--- src/rtl/sprite_pkg.sv ---
// Shared types and defaults for the sprite blitter: FSM state encoding,
// pixel type, framebuffer geometry and the on-screen test.
package sprite_pkg;

    typedef enum logic [2:0] {
        ST_IDLE   = 3'd0,
        ST_SETUP  = 3'd1,
        ST_SCAN   = 3'd2,
        ST_WRITE  = 3'd3,
        ST_FINISH = 3'd4
    } state_t;

    typedef logic [15:0] rgb565_t;

    localparam rgb565_t TRANSPARENT_DEF = 16'hFFFF;
    localparam int      FB_W_DEF        = 320;
    localparam int      FB_H_DEF        = 240;

    // Screen coordinates are 11 bits so pos + offset never wraps.
    function automatic logic on_screen(input logic [10:0] sx, input logic [10:0] sy,
                                       input logic [10:0] w_lim, input logic [10:0] h_lim);
        return (sx < w_lim) && (sy < h_lim);
    endfunction

endpackage

--- src/rtl/sprite_blit_ctrl_addr_gen.sv ---
// Incremental row/col, ROM pixel index and framebuffer line base counters
// for one sprite blit; no multiply on the per-pixel path.
module sprite_addr_gen
    import sprite_pkg::*;
#(
    parameter int FB_W  = FB_W_DEF,
    parameter int FB_AW = 17
) (
    input  logic             clk,
    input  logic             rst_n,
    input  logic             init,
    input  logic             advance,
    input  logic             flip_h,
    input  logic [9:0]       pos_x,
    input  logic [9:0]       pos_y,
    input  logic [5:0]       rom_width,
    input  logic [5:0]       rom_height,
    output logic [16:0]      rom_pixel,
    output logic [10:0]      sx,
    output logic [10:0]      sy,
    output logic [FB_AW-1:0] line_base,
    output logic             last
);

    logic [5:0]       w_r;
    logic [5:0]       h_r;
    logic [5:0]       col_r;
    logic [5:0]       row_r;
    logic [16:0]      pix_r;
    logic [FB_AW-1:0] lb_r;
    logic             row_end_s;

    assign row_end_s = (col_r == (w_r - 6'd1));
    assign last      = row_end_s && (row_r == (h_r - 6'd1));
    assign sx        = {1'b0, pos_x} + {5'd0, col_r};
    assign sy        = {1'b0, pos_y} + {5'd0, row_r};
    assign rom_pixel = pix_r;
    assign line_base = lb_r;

    // Counter state: load on SETUP, step on every advance.
    // line_base wraps modulo 2**FB_AW; only used when sy is on screen, where it is exact.
    always_ff @(posedge clk or negedge rst_n) begin
        if (!rst_n) begin
            w_r   <= 6'd0;
            h_r   <= 6'd0;
            col_r <= 6'd0;
            row_r <= 6'd0;
            pix_r <= 17'd0;
            lb_r  <= {FB_AW{1'b0}};
        end else if (init) begin
            w_r <= rom_width;
            h_r <= rom_height;
            if ((rom_width != 6'd0) && (rom_height != 6'd0)) begin
                col_r <= 6'd0;
                row_r <= 6'd0;
                pix_r <= flip_h ? (17'(rom_width) - 17'd1) : 17'd0;
                lb_r  <= FB_AW'(pos_y) * FB_AW'(FB_W);
            end else begin
                pix_r <= pix_r;
            end
        end else if (advance) begin
            if (row_end_s) begin
                col_r <= 6'd0;
                row_r <= row_r + 6'd1;
                lb_r  <= lb_r + FB_AW'(FB_W);
                // Flipped: jump from this row's left edge to the next row's right edge.
                pix_r <= flip_h ? (pix_r + 17'({w_r, 1'b0}) - 17'd1) : (pix_r + 17'd1);
            end else begin
                col_r <= col_r + 6'd1;
                pix_r <= flip_h ? (pix_r - 17'd1) : (pix_r + 17'd1);
            end
        end else begin
            pix_r <= pix_r;
        end
    end

endmodule

--- src/rtl/sprite_blit_ctrl.sv ---
// Blit sequencer: walks a sprite ROM, skips key-colored and off-screen pixels,
// and issues one valid/ready framebuffer write per remaining pixel.
module sprite_blit_ctrl
    import sprite_pkg::*;
#(
    parameter int      FB_W        = FB_W_DEF,
    parameter int      FB_H        = FB_H_DEF,
    parameter int      FB_AW       = 17,
    parameter rgb565_t TRANSPARENT = TRANSPARENT_DEF,
    parameter int      NFRAMES     = 2,
    localparam int     SEL_W       = (NFRAMES > 1) ? $clog2(NFRAMES) : 1
) (
    input  logic             clk,
    input  logic             rst_n,
    input  logic             start,
    input  logic [9:0]       pos_x,
    input  logic [9:0]       pos_y,
    input  logic [SEL_W-1:0] frame_sel,
    input  logic             flip_h,
    output logic [SEL_W-1:0] rom_sel,
    output logic [16:0]      rom_pixel,
    input  logic [15:0]      rom_color,
    input  logic [5:0]       rom_width,
    input  logic [5:0]       rom_height,
    output logic [FB_AW-1:0] fb_addr,
    output logic [15:0]      fb_data,
    output logic             fb_valid,
    input  logic             fb_ready,
    output logic             busy,
    output logic             done
);

    state_t           state_r;
    state_t           state_s;
    logic [9:0]       pos_x_r;
    logic [9:0]       pos_y_r;
    logic             flip_r;
    logic [SEL_W-1:0] rom_sel_r;
    logic [FB_AW-1:0] fb_addr_r;
    rgb565_t          fb_data_r;
    logic             fb_valid_r;
    logic             busy_r;
    logic             done_r;

    logic             busy_s;
    logic             done_s;
    logic             valid_s;
    logic             write_pix_s;
    logic             advance_s;
    logic             init_s;
    logic             last_s;
    logic [10:0]      sx_s;
    logic [10:0]      sy_s;
    logic [FB_AW-1:0] line_base_s;

    assign write_pix_s = (rom_color != TRANSPARENT) && on_screen(sx_s, sy_s, 11'(FB_W), 11'(FB_H));
    assign init_s      = (state_r == ST_SETUP);
    assign advance_s   = ((state_r == ST_SCAN) && !write_pix_s) || ((state_r == ST_WRITE) && fb_ready);

    sprite_addr_gen #(
        .FB_W  (FB_W),
        .FB_AW (FB_AW)
    ) u_addr_gen (
        .clk        (clk),
        .rst_n      (rst_n),
        .init       (init_s),
        .advance    (advance_s),
        .flip_h     (flip_r),
        .pos_x      (pos_x_r),
        .pos_y      (pos_y_r),
        .rom_width  (rom_width),
        .rom_height (rom_height),
        .rom_pixel  (rom_pixel),
        .sx         (sx_s),
        .sy         (sy_s),
        .line_base  (line_base_s),
        .last       (last_s)
    );

    // State register.
    always_ff @(posedge clk or negedge rst_n) begin
        if (!rst_n) begin
            state_r <= ST_IDLE;
        end else begin
            state_r <= state_s;
        end
    end

    // Next-state logic.
    always_comb begin
        state_s = state_r;
        case (state_r)
            ST_IDLE:   state_s = start ? ST_SETUP : ST_IDLE;
            ST_SETUP:  state_s = ((rom_width == 6'd0) || (rom_height == 6'd0)) ? ST_FINISH : ST_SCAN;
            ST_SCAN: begin
                if (write_pix_s) begin
                    state_s = ST_WRITE;
                end else begin
                    state_s = last_s ? ST_FINISH : ST_SCAN;
                end
            end
            ST_WRITE: begin
                if (fb_ready) begin
                    state_s = last_s ? ST_FINISH : ST_SCAN;
                end else begin
                    state_s = ST_WRITE;
                end
            end
            ST_FINISH: state_s = ST_IDLE;
            default:   state_s = ST_IDLE;
        endcase
    end

    // Output decode from the upcoming state so the status flags can be registered.
    always_comb begin
        busy_s  = 1'b0;
        done_s  = 1'b0;
        valid_s = 1'b0;
        case (state_s)
            ST_SETUP, ST_SCAN: busy_s = 1'b1;
            ST_WRITE: begin
                busy_s  = 1'b1;
                valid_s = 1'b1;
            end
            ST_FINISH: done_s = 1'b1;
            default:   busy_s = 1'b0;
        endcase
    end

    // Registered outputs and the request latched at start.
    always_ff @(posedge clk or negedge rst_n) begin
        if (!rst_n) begin
            pos_x_r    <= 10'd0;
            pos_y_r    <= 10'd0;
            flip_r     <= 1'b0;
            rom_sel_r  <= {SEL_W{1'b0}};
            fb_addr_r  <= {FB_AW{1'b0}};
            fb_data_r  <= 16'd0;
            fb_valid_r <= 1'b0;
            busy_r     <= 1'b0;
            done_r     <= 1'b0;
        end else begin
            busy_r     <= busy_s;
            done_r     <= done_s;
            fb_valid_r <= valid_s;
            if ((state_r == ST_IDLE) && start) begin
                pos_x_r   <= pos_x;
                pos_y_r   <= pos_y;
                flip_r    <= flip_h;
                rom_sel_r <= frame_sel;
            end
            if ((state_r == ST_SCAN) && write_pix_s) begin
                fb_addr_r <= line_base_s + FB_AW'(sx_s);
                fb_data_r <= rom_color;
            end
        end
    end

    assign rom_sel  = rom_sel_r;
    assign fb_addr  = fb_addr_r;
    assign fb_data  = fb_data_r;
    assign fb_valid = fb_valid_r;
    assign busy     = busy_r;
    assign done     = done_r;

endmodule

--- config.mk ---
export PLATFORM = sky130hd
export DESIGN_NAME = sprite_blit_ctrl
export DESIGN_NICKNAME = d
export VERILOG_FILES = /design/src/rtl/sprite_pkg.sv /design/src/rtl/sprite_blit_ctrl_addr_gen.sv /design/src/rtl/sprite_blit_ctrl.sv
export SDC_FILE = /design/constraint.sdc
export NUM_CORES = 1
export LEC_CHECK = 0
export ABC_AREA = 0
export CORE_MARGIN = 2
export CORE_UTILIZATION = 47
export DETAILED_ROUTE_END_ITERATION = 8
export PLACE_DENSITY = 0.7
export SETUP_SLACK_MARGIN = 0.2
export SYNTH_ARGS = -nofsm -noshare
export SYNTH_HDL_FRONTEND = slang
export SYNTH_HIERARCHICAL = 1
export SYNTH_SLANG_ARGS = --single-unit
--- constraint.sdc ---
create_clock -name clk -period 4.55 [get_ports clk]
set_input_delay 0.91 -clock clk [delete_from_list [all_inputs] [get_ports clk]]
set_output_delay 0.91 -clock clk [all_outputs]
set_load 0.005 [all_outputs]
* Word level (Yosys, flattened, before mapping) *
Cells that the tools add are included.

word-level totals
  bits in registers = 119
  output and inout bits = 54

cells by class
  $add $sub $neg = 13
  $mul = 1
  order comparisons = 2
  eq/ne operators = 11
  multiplexer cells = 27
  reductions and logical operators = 21

operators by type and width
  kind                                                         number
  2-to-1 mux 17 bit                                            11
  2-to-1 mux 6 bit                                             7
  subtractor 17 x 1 -> 17 bit, second input constant           2
  adder 10 x 6 -> 11 bit                                       2
  adder 17 x 1 -> 17 bit, second input constant                1
  adder 17 x 11 -> 17 bit                                      1
  adder 17 x 7 -> 17 bit                                       1
  adder 17 x 9 -> 17 bit, second input constant                1
  inequality test 16 bit, second input constant                1
  adder 6 x 1 -> 6 bit, second input constant                  2
  == test 3 x 2 -> 1 bit, second input constant                4
  == test 6 bit                                                2
  zero test 6 bit                                              2
  2-to-1 mux 3 bit                                             4
  one-hot mux 3 bit (4 select lines)                           1
  nonzero test 6 bit                                           2
  subtractor 6 x 1 -> 6 bit, second input constant             2
  less-than comparator 11 x 8 -> 1 bit, second input constant  1
  less-than comparator 11 x 9 -> 1 bit, second input constant  1
  multiplier 10 x 3 -> 11 bit, second input constant           1
  logical AND 1 bit                                            8
  subtractor 6 x 1 -> 7 bit, second input constant             1
  == test 3 x 1 -> 1 bit, second input constant                2
  2-to-1 mux 1 bit                                             4
  9 further kinds                                              11

* Longest topological paths before layout *
Gate-level depths: netlist of run 1.

  depth after elaboration = 9
  depth in mapped cells = 22
  gate-level depth less buffers = 20

* Modules after synthesis *
The synthesis of run 1 kept the hierarchy.

by module, submodules not included
  module            instances  cells each  area each (sq um)
  sprite_addr_gen   1          707         5723.0
  sprite_blit_ctrl  1          252         2961.6

* Least setup slack after synthesis of run 1 *
No wires, ideal clock.

  path kind = register to register
  start point = register u_addr_gen.row_r[0]
  end point = register u_addr_gen.lb_r[9] (netlist: u_addr_gen/line_base[9])
  setup time = 0.129 ns
  arrival time = 3.609 ns
  data required time = 4.421 ns
  slack = 0.812 ns
  cell stages (with the launch flop) = 23
  buffers on the path = 2
  clock period less this slack = 3.738 ns
  cells stage by stage = dfrtp_1 > ha_1 > inv_1 > fa_1 > inv_1 > a21oi_1 > o21bai_1 > a21o_1 > a21o_1 > nand3_1 > xnor2_1 > nor3_1 > nand4_1 > nor3_1 > a21oi_1 > nor2b_1 > nor2b_1 > clkbuf_1 > a31oi_1 > clkbuf_1 > nor3_1 > a21oi_1 > o21ai_1

on the way
  word-level cells in the longest chain between the ends = 9

RTL lines
  element                               line                             source
  start: declaration                    sprite_blit_ctrl_addr_gen.sv:28  logic [5:0] row_r;
  start signal: assignment              sprite_blit_ctrl_addr_gen.sv:64  row_r <= row_r + 6'd1;
  adder 10 x 6 -> 11 bit                sprite_blit_ctrl_addr_gen.sv:36  assign sy = {1'b0, pos_y} + {5'd0, row_r};
  via sy_s[8]                           sprite_blit_ctrl.sv:53           logic [10:0] sy_s;
  less-than comparator 11 x 8 -> 1 bit  sprite_pkg.sv:22                 return (sx < w_lim) && (sy < h_lim);
  logical AND 1 bit                     sprite_pkg.sv:22
  logical AND 1 bit                     sprite_blit_ctrl.sv:56           assign write_pix_s = (rom_color != TRANSPARENT) && on_screen(sx_s, sy_s, 11'(FB_W), 11'(FB_H));
  zero test 1 bit                       sprite_blit_ctrl.sv:58           assign advance_s = ((state_r == ST_SCAN) && !write_pix_s) || ((state_r == ST_WRITE) && fb_ready);
  logical AND 1 bit                     sprite_blit_ctrl.sv:58
  logical OR 1 bit                      sprite_blit_ctrl.sv:58
  via advance_s                         sprite_blit_ctrl.sv:49           logic advance_s;
  nonzero test 2 bit (no source line)   --
  AND reduction 3 bit (no source line)  --
  end signal: assignment                sprite_blit_ctrl_addr_gen.sv:49  lb_r <= {FB_AW{1'b0}};
  end signal: assignment                sprite_blit_ctrl_addr_gen.sv:57  lb_r <= FB_AW'(pos_y) * FB_AW'(FB_W);
  end signal: assignment                sprite_blit_ctrl_addr_gen.sv:65  lb_r <= lb_r + FB_AW'(FB_W);
  end: declaration                      sprite_blit_ctrl_addr_gen.sv:30  logic [FB_AW-1:0] lb_r;

The timed path passes the listed nets, and every way through them passes these cells.
A chain may end at the register's enable or synchronous reset.

* Worst setup path after layout of run 1 *
  start point = register u_addr_gen.row_r[0]
  end point = register u_addr_gen.lb_r[8] (netlist: u_addr_gen/line_base[8])

Same word-level chain as after synthesis.

==> flow_summary.toml, run 1 <==
[clock_tree]
cts.sinks = 113
worstSkewPairLatency_ns = 0.43
cts_setup_buffers = 0
path_clk_slew_ns = 0.05
tritoncts = "built"
post_cts_resized = 0
cts_root_buf = "clkbuf_16"
cts_buffers = 17
ctsHoldBuffers = 0
h-tree-depth = 4
cts_buffer_depth = 2

[sta]
rsz0062_at_grt = "false"
fin_crit_ns = 4.03
setup_viol = 0
final.setup.tns_ns = 0
fmax_ghz = 0.248
finalHoldViolCount = 0
tightestPinTransition_ns = 1.01
slew_headroom_pct = 32.0
drv_slew = 0
fin_skew_ns = 0.00616
period_share_pct = 88.5

[logic_synthesis]
syn_area_per_cell_sq_um = 9.06
synth_area_sq_mm = 0.00866
yosys_warnings = 6
syn-instance-count = 956

[finish]
fill_cells = 1568
fin_nets = 1206
multi_input_area_sq_mm = 0.00542
regArea_sq_mm = 0.00283
areaGrowthSynthToFinish_pct = 21.7
diodes = 0
utilization_pct = 58.5
drive_gt1_share_pct = 8.00
finalInstanceArea_sq_mm = 0.0105

[global_routing]
grt_pass1_wl_um = 37200
grt_overflow = 0
antenna_found_initial = 0
grt_max_degree = 114
grt_pass1_vias = 7488
grt_usage_pct = 23.3

[placed_design]
place.gp.congestion = 0.874
dp_hpwl_um = 16400
io_buffer_count = 107
dpl_cell_area_sq_mm = 0.00996

[hold_path]
worstHoldPathType = "flip-flop to flip-flop"

[worst_setup_path]
cp_slowest_cell = "dfrtp_1"
cp_max_fo = 17
startpoint_type = "flip-flop"
critPathMaxStageDelay_ns = 0.45
end_kind = "flip-flop"
worst_path_most_repeated_cell = "a21oi_1"
crit_type = "flip-flop to flip-flop"
crit_arrival_ns = 4.37
crit_chain = "ha_1 -> inv_1 -> fa_1 -> inv_1 -> a21oi_1 -> o21bai_1 -> a21o_1 -> a21o_1 -> nand3_1 -> xnor2_1 -> nor3_1 -> nand4_1 -> nor3_1 -> a21oi_1 -> nor2b_2 -> nor2b_1 -> a31oi_1 -> buf_4 -> nor2_1 -> mux2_2 -> a21oi_1"
required_ns = 4.89

[routing]
ant_nets = 0
post_drt_wl_per_cell_um = 17.3
drt-initial-drc-count = 593
num_vias = 7595
post-route-drc-count = 0
dr.pass1.iters = 5
wl_um = 22600
viasPerCell = 5.82

[die]
die_w_um = 140
io_pins = 108
die_h_um = 140
rows = 49
die-area_sq_mm = 0.0195
start_util_pct = 48.1
core_region_area_sq_mm = 0.0180

[run_status]
outcome = "finished clean"

[flow_run]
drv_cap = 0

[pwr]
irDropWorstVdd_uv = 546
p_per_area_mw_per_mm2 = 871
power_mw = 9.18
leakage_nw = 4.61
[layout by cell type (no fill, tap or decap), types with 18 or more instances in the layout]
| cell | count |
|---|---|
| a21o_1 | 20 |
| a21oi_1 | 63 |
| clkdlybuf4s50_1 | 106 |
| dfrtp_1 | 112 |
| ha_1 | 85 |
| inv_1 | 66 |
| mux2_1 | 18 |
| mux2_2 | 27 |
| nand2_1 | 65 |
| nand3_1 | 33 |
| nor2_1 | 47 |
| nor3_1 | 25 |
| o21ai_0 | 45 |
| o21ai_1 | 22 |
| xnor2_1 | 58 |
| xor2_1 | 21 |
[cell type report]
class                   count  area share, %
inverters                  67           2.39
repair buffers            120           11.2
multi-input cells         743           51.4
clock inverters            11           1.07
flip-flops and latches    113           26.8
clock buffers              21           4.37
well taps                 229           2.72
[per-layer routing]
layer  up-vias  global-route usage, %  wire length [um]
met5         -                      0                 0
met4         0                   7.26               384
met3        32                   3.96              1020
met2       234                   39.9             10900
met1      3677                   30.2             10300
li1       3652                      -                 -
[path summary, 6_finish.rpt]
check	cells after the start	endpoint	startpoint	slack (ns)
worst max-delay path	21	u_addr_gen/line_base[8]$_DFFE_PN0P_	u_addr_gen/row_r[0]$_DFFE_PN0P_	0.52
worst min-delay path	2	fb_addr[7]$_DFFE_PN0N_	fb_addr[7]$_DFFE_PN0N_	0.48
worst max register to register	21	u_addr_gen/line_base[8]$_DFFE_PN0P_	u_addr_gen/row_r[0]$_DFFE_PN0P_	0.52
worst min register to register	2	fb_addr[7]$_DFFE_PN0N_	fb_addr[7]$_DFFE_PN0N_	0.48
max in group asynchronous	2	u_addr_gen/h_r[1]$_DFFE_PN0P_	rst_n	3.51
min in group asynchronous	2	fb_data[15]$_DFFE_PN0N_	rst_n	0.57
[power breakdown]
part           leakage, nW  internal [mW]  switching, mW
Combinational         2.94           2.69           3.22
Sequential            1.40           1.45          0.533
Clock                0.278          0.826          0.471
[registers in the layout (all words and copies together), names as in the netlist]
signal / count
pos_x_r: 10
flip_r: 1
u_addr_gen/line_base: 11
u_addr_gen/row_r: 6
u_addr_gen/w_r: 6
busy: 1
u_addr_gen/col_r: 6
fb_data: 16
fb_addr: 17
rom_sel: 1
done: 1
u_addr_gen/h_r: 6
u_addr_gen/rom_pixel: 17
state_r: 3
pos_y_r: 10
fb_valid: 1
[worst max-delay path, delay by kind of cell (launching register included)]
family	cells	cell delay (ns)
compound gates	7	0.99
xor+xnor	1	0.14
fa+ha+maj	2	0.56
buf+inv	3	0.34
flops	1	0.45
mux	1	0.25
simple gates	7	1.18
[per-stage QoR]
step	setup slack [ns]	std cells	hold WS [ns]
finish	0.524	1304	0.480
global route	0.223	1304	0.509
CTS	0.525	1304	0.487
detailed placement	0.551	1272	0.474
global placement	0.671	1272	0.465
floorplan	0.834	961	0.476
Power figures use the tool's default switching activity.
==> inputs of run 2 (changes only) <==
--- a/config.mk
+++ b/config.mk
@@ -9,7 +9,8 @@
 export CORE_MARGIN = 2
 export CORE_UTILIZATION = 47
 export DETAILED_ROUTE_END_ITERATION = 8
-export PLACE_DENSITY = 0.7
+export PLACE_DENSITY = 0.66
+export RECOVER_POWER = 100
 export SETUP_SLACK_MARGIN = 0.2
 export SYNTH_ARGS = -nofsm -noshare
 export SYNTH_HDL_FRONTEND = slang
==> run 2 against run 1 <==
- highest routed layer unchanged
- sequential share of layout area increased by 0.20 points
- the run now ends with capacitance limit, slew limit left
- die area unchanged
- non-clock buffer count increased by 2
- maximum frequency decreased by 4.0%
- largest power group unchanged
- setup slack got worse by 0.17 ns
- register-to-register slack got worse by 0.17 ns
- critical path type unchanged
==> flow_summary.toml, run 2 (synthesis results as in run 1) <==
[finish]
diodes = 0
regArea_sq_mm = 0.00283
fill_cells = 1634
utilization_pct = 58.0
final_cell_mix = "113 x dfrtp_1, 85 x ha_1, 66 x inv_1, 66 x nand2_1, 63 x a21oi_1"
multi_input_area_sq_mm = 0.00540
drive_gt1_share_pct = 6.88
areaGrowthSynthToFinish_pct = 20.7
final_common_cell = "dfrtp_1"
fin_nets = 1208

[worst_setup_path]
cp_max_fo = 10
crit_chain = "ha_1 -> inv_1 -> fa_1 -> inv_1 -> a21oi_1 -> o21bai_1 -> a21o_1 -> a21o_1 -> nand3_1 -> xnor2_1 -> o21ai_0 -> nand4_1 -> nor3_1 -> a21oi_1 -> nor2b_4 -> nor2b_4 -> clkbuf_1 -> o21ai_0 -> o31ai_1 -> o211ai_1"
timing.rr.end = "u_addr_gen/rom_pixel[15]$_DFFE_PN0P_"
startpoint = "u_addr_gen/col_r[0]$_DFFE_PN0P_"
required_ns = 4.84
reg2reg_depth = 20
cp_slowest_cell = "clkbuf_1"
crit_type = "flip-flop to flip-flop"
crit_arrival_ns = 4.48
cp_top_family = "compound AO/OA/AOI/OAI gates"
worst-path-stages = 20
critPathBufInv = 3
critPathMaxStageDelay_ns = 0.47
end_kind = "flip-flop"
worstSetupEndpoint = "u_addr_gen/rom_pixel[15]$_DFFE_PN0P_"
r2r_slack_ns = 0.36
crit-reg2reg-launch = "u_addr_gen/col_r[0]$_DFFE_PN0P_"
startpoint_type = "flip-flop"

[routing]
post_drt_wl_per_cell_um = 17.1
dr.pass1.iters = 5
ant_nets = 0
num_vias = 7524
post-route-drc-count = 0
drt-initial-drc-count = 509
viasPerCell = 5.77
wl_um = 22300

[pwr]
power_mw = 8.88
leakage_nw = 4.67
irDropWorstVdd_uv = 429
p_per_area_mw_per_mm2 = 849

[clock_tree]
h-tree-depth = 4
worstSkewPairLatency_ns = 0.42
cts_root_buf = "clkbuf_16"
cts.sinks = 113
cts_buffers = 17
cts_setup_buffers = 0
cts_buffer_depth = 2
tritoncts = "built"
path_clk_slew_ns = 0.05

[sta]
fmax_ghz = 0.239
fin_skew_ns = 0.00664
tightestPinTransition_ns = 2.47
fin_crit_ns = 4.19
final.setup.tns_ns = 0
drv_slew = 83
period_share_pct = 92.1
rsz0062_at_grt = "false"
slew_headroom_pct = -67.2
finalHoldViolCount = 0
setup_viol = 0

[flow_run]
drv_cap = 2

[die]
die-area_sq_mm = 0.0195
die_w_um = 140
die_h_um = 140
io_pins = 108
rows = 49
core_region_area_sq_mm = 0.0180
start_util_pct = 48.1

[hold_path]
worstHoldPathType = "flip-flop to flip-flop"

[placed_design]
io_buffer_count = 107
place.gp.congestion = 0.848
dp_hpwl_um = 16600

[global_routing]
grt_usage_pct = 23.2
grt_max_degree = 71
grt_pass1_vias = 7283
antenna_found_initial = 0
grt_pass1_wl_um = 36700
grt_overflow = 0

[run_status]
violations = "capacitance limit, slew limit"
outcome = "finished, violations left"
run 2: cell types whose count changed in the layout (fill, tap and decap cells not counted), moves of 3 or more:
cell,change
clkbuf_1,+7
clkbuf_8,+3
dlygate4sd3_1,+55
clkdlybuf4s50_1,-55
o21ai_0,+15
o21ai_1,-14
clkinvlp_4,-3
buf_4,-5
run 2: final cells by class:
cell class	instances	area share (%)
multi-input combinational	743	51.7
sequential	113	27.0
timing repair buffer	122	11.0
clock buffer	25	4.83
tap	229	2.74
inverter	67	2.40
clock inverter	6	0.287
run 2: worst reg2reg max path, delay by kind of cell, from the launching register on:
family	cells	cell delay [ns]
fa+ha+maj	2	0.60
compound gates	9	1.44
simple gates	5	0.78
buf+inv	3	0.60
flops	1	0.44
xor+xnor	1	0.21
run 2: layer usage:
| metal | share of wire [%] | routed length (um) | global-route usage, % | vias to the layer above |
|---|---|---|---|---|
| met2 | 48 | 10700 | 38.1 | 171 |
| met4 | 2.2 | 491 | 7.84 | 0 |
| met1 | 46 | 10200 | 30.8 | 3638 |
| met5 | 0 | 0 | 0 | - |
| li1 | - | - | - | 3676 |
| met3 | 4.0 | 892 | 4.44 | 39 |
run 2: metrics by stage:
| step | instance area [sq um] | cells | hold WS (ns) | setup WS [ns] |
|---|---|---|---|---|
| 3_3_place_gp | 9970 | 1274 | 0.466 | 0.561 |
| 2_1_floorplan | 8680 | 961 | 0.476 | 0.834 |
| 3_5_place_dp | 9970 | 1274 | 0.474 | 0.396 |
| 4_1_cts | 10500 | 1305 | 0.486 | 0.348 |
| 5_1_grt | 10500 | 1305 | 0.498 | 0.120 |
| 6_report | 10500 | 1305 | 0.468 | 0.358 |
run 2: power breakdown:
group	switching (mW)	leakage [nW]	internal (mW)
clock network	0.445	0.272	0.756
logic	3.14	3.00	2.58
registers	0.515	1.40	1.45
total	4.10	4.67	4.78
run 2: timing repair:
action	4_1_cts	5_1_grt
hold endpoints to repair	0	0
hold buffers	0	0
endpoints found under the setup margin	0	23
gates resized for setup	0	4
run 2: worst min-delay path by stage:
stage / start / to / slack [ns] / cells past startpoint
after CTS: fb_addr[14]$_DFFE_PN0N_ / fb_addr[14]$_DFFE_PN0N_ / 0.49 / 2
after floorplan: fb_addr[16]$_DFFE_PN0N_ / fb_addr[16]$_DFFE_PN0N_ / 0.48 / 2
final: fb_addr[14]$_DFFE_PN0N_ / fb_addr[14]$_DFFE_PN0N_ / 0.47 / 2
after detailed placement: fb_addr[14]$_DFFE_PN0N_ / fb_addr[14]$_DFFE_PN0N_ / 0.47 / 2
after global routing: fb_addr[11]$_DFFE_PN0N_ / fb_addr[11]$_DFFE_PN0N_ / 0.50 / 2
after global placement: fb_addr[8]$_DFFE_PN0N_ / fb_addr[8]$_DFFE_PN0N_ / 0.47 / 2
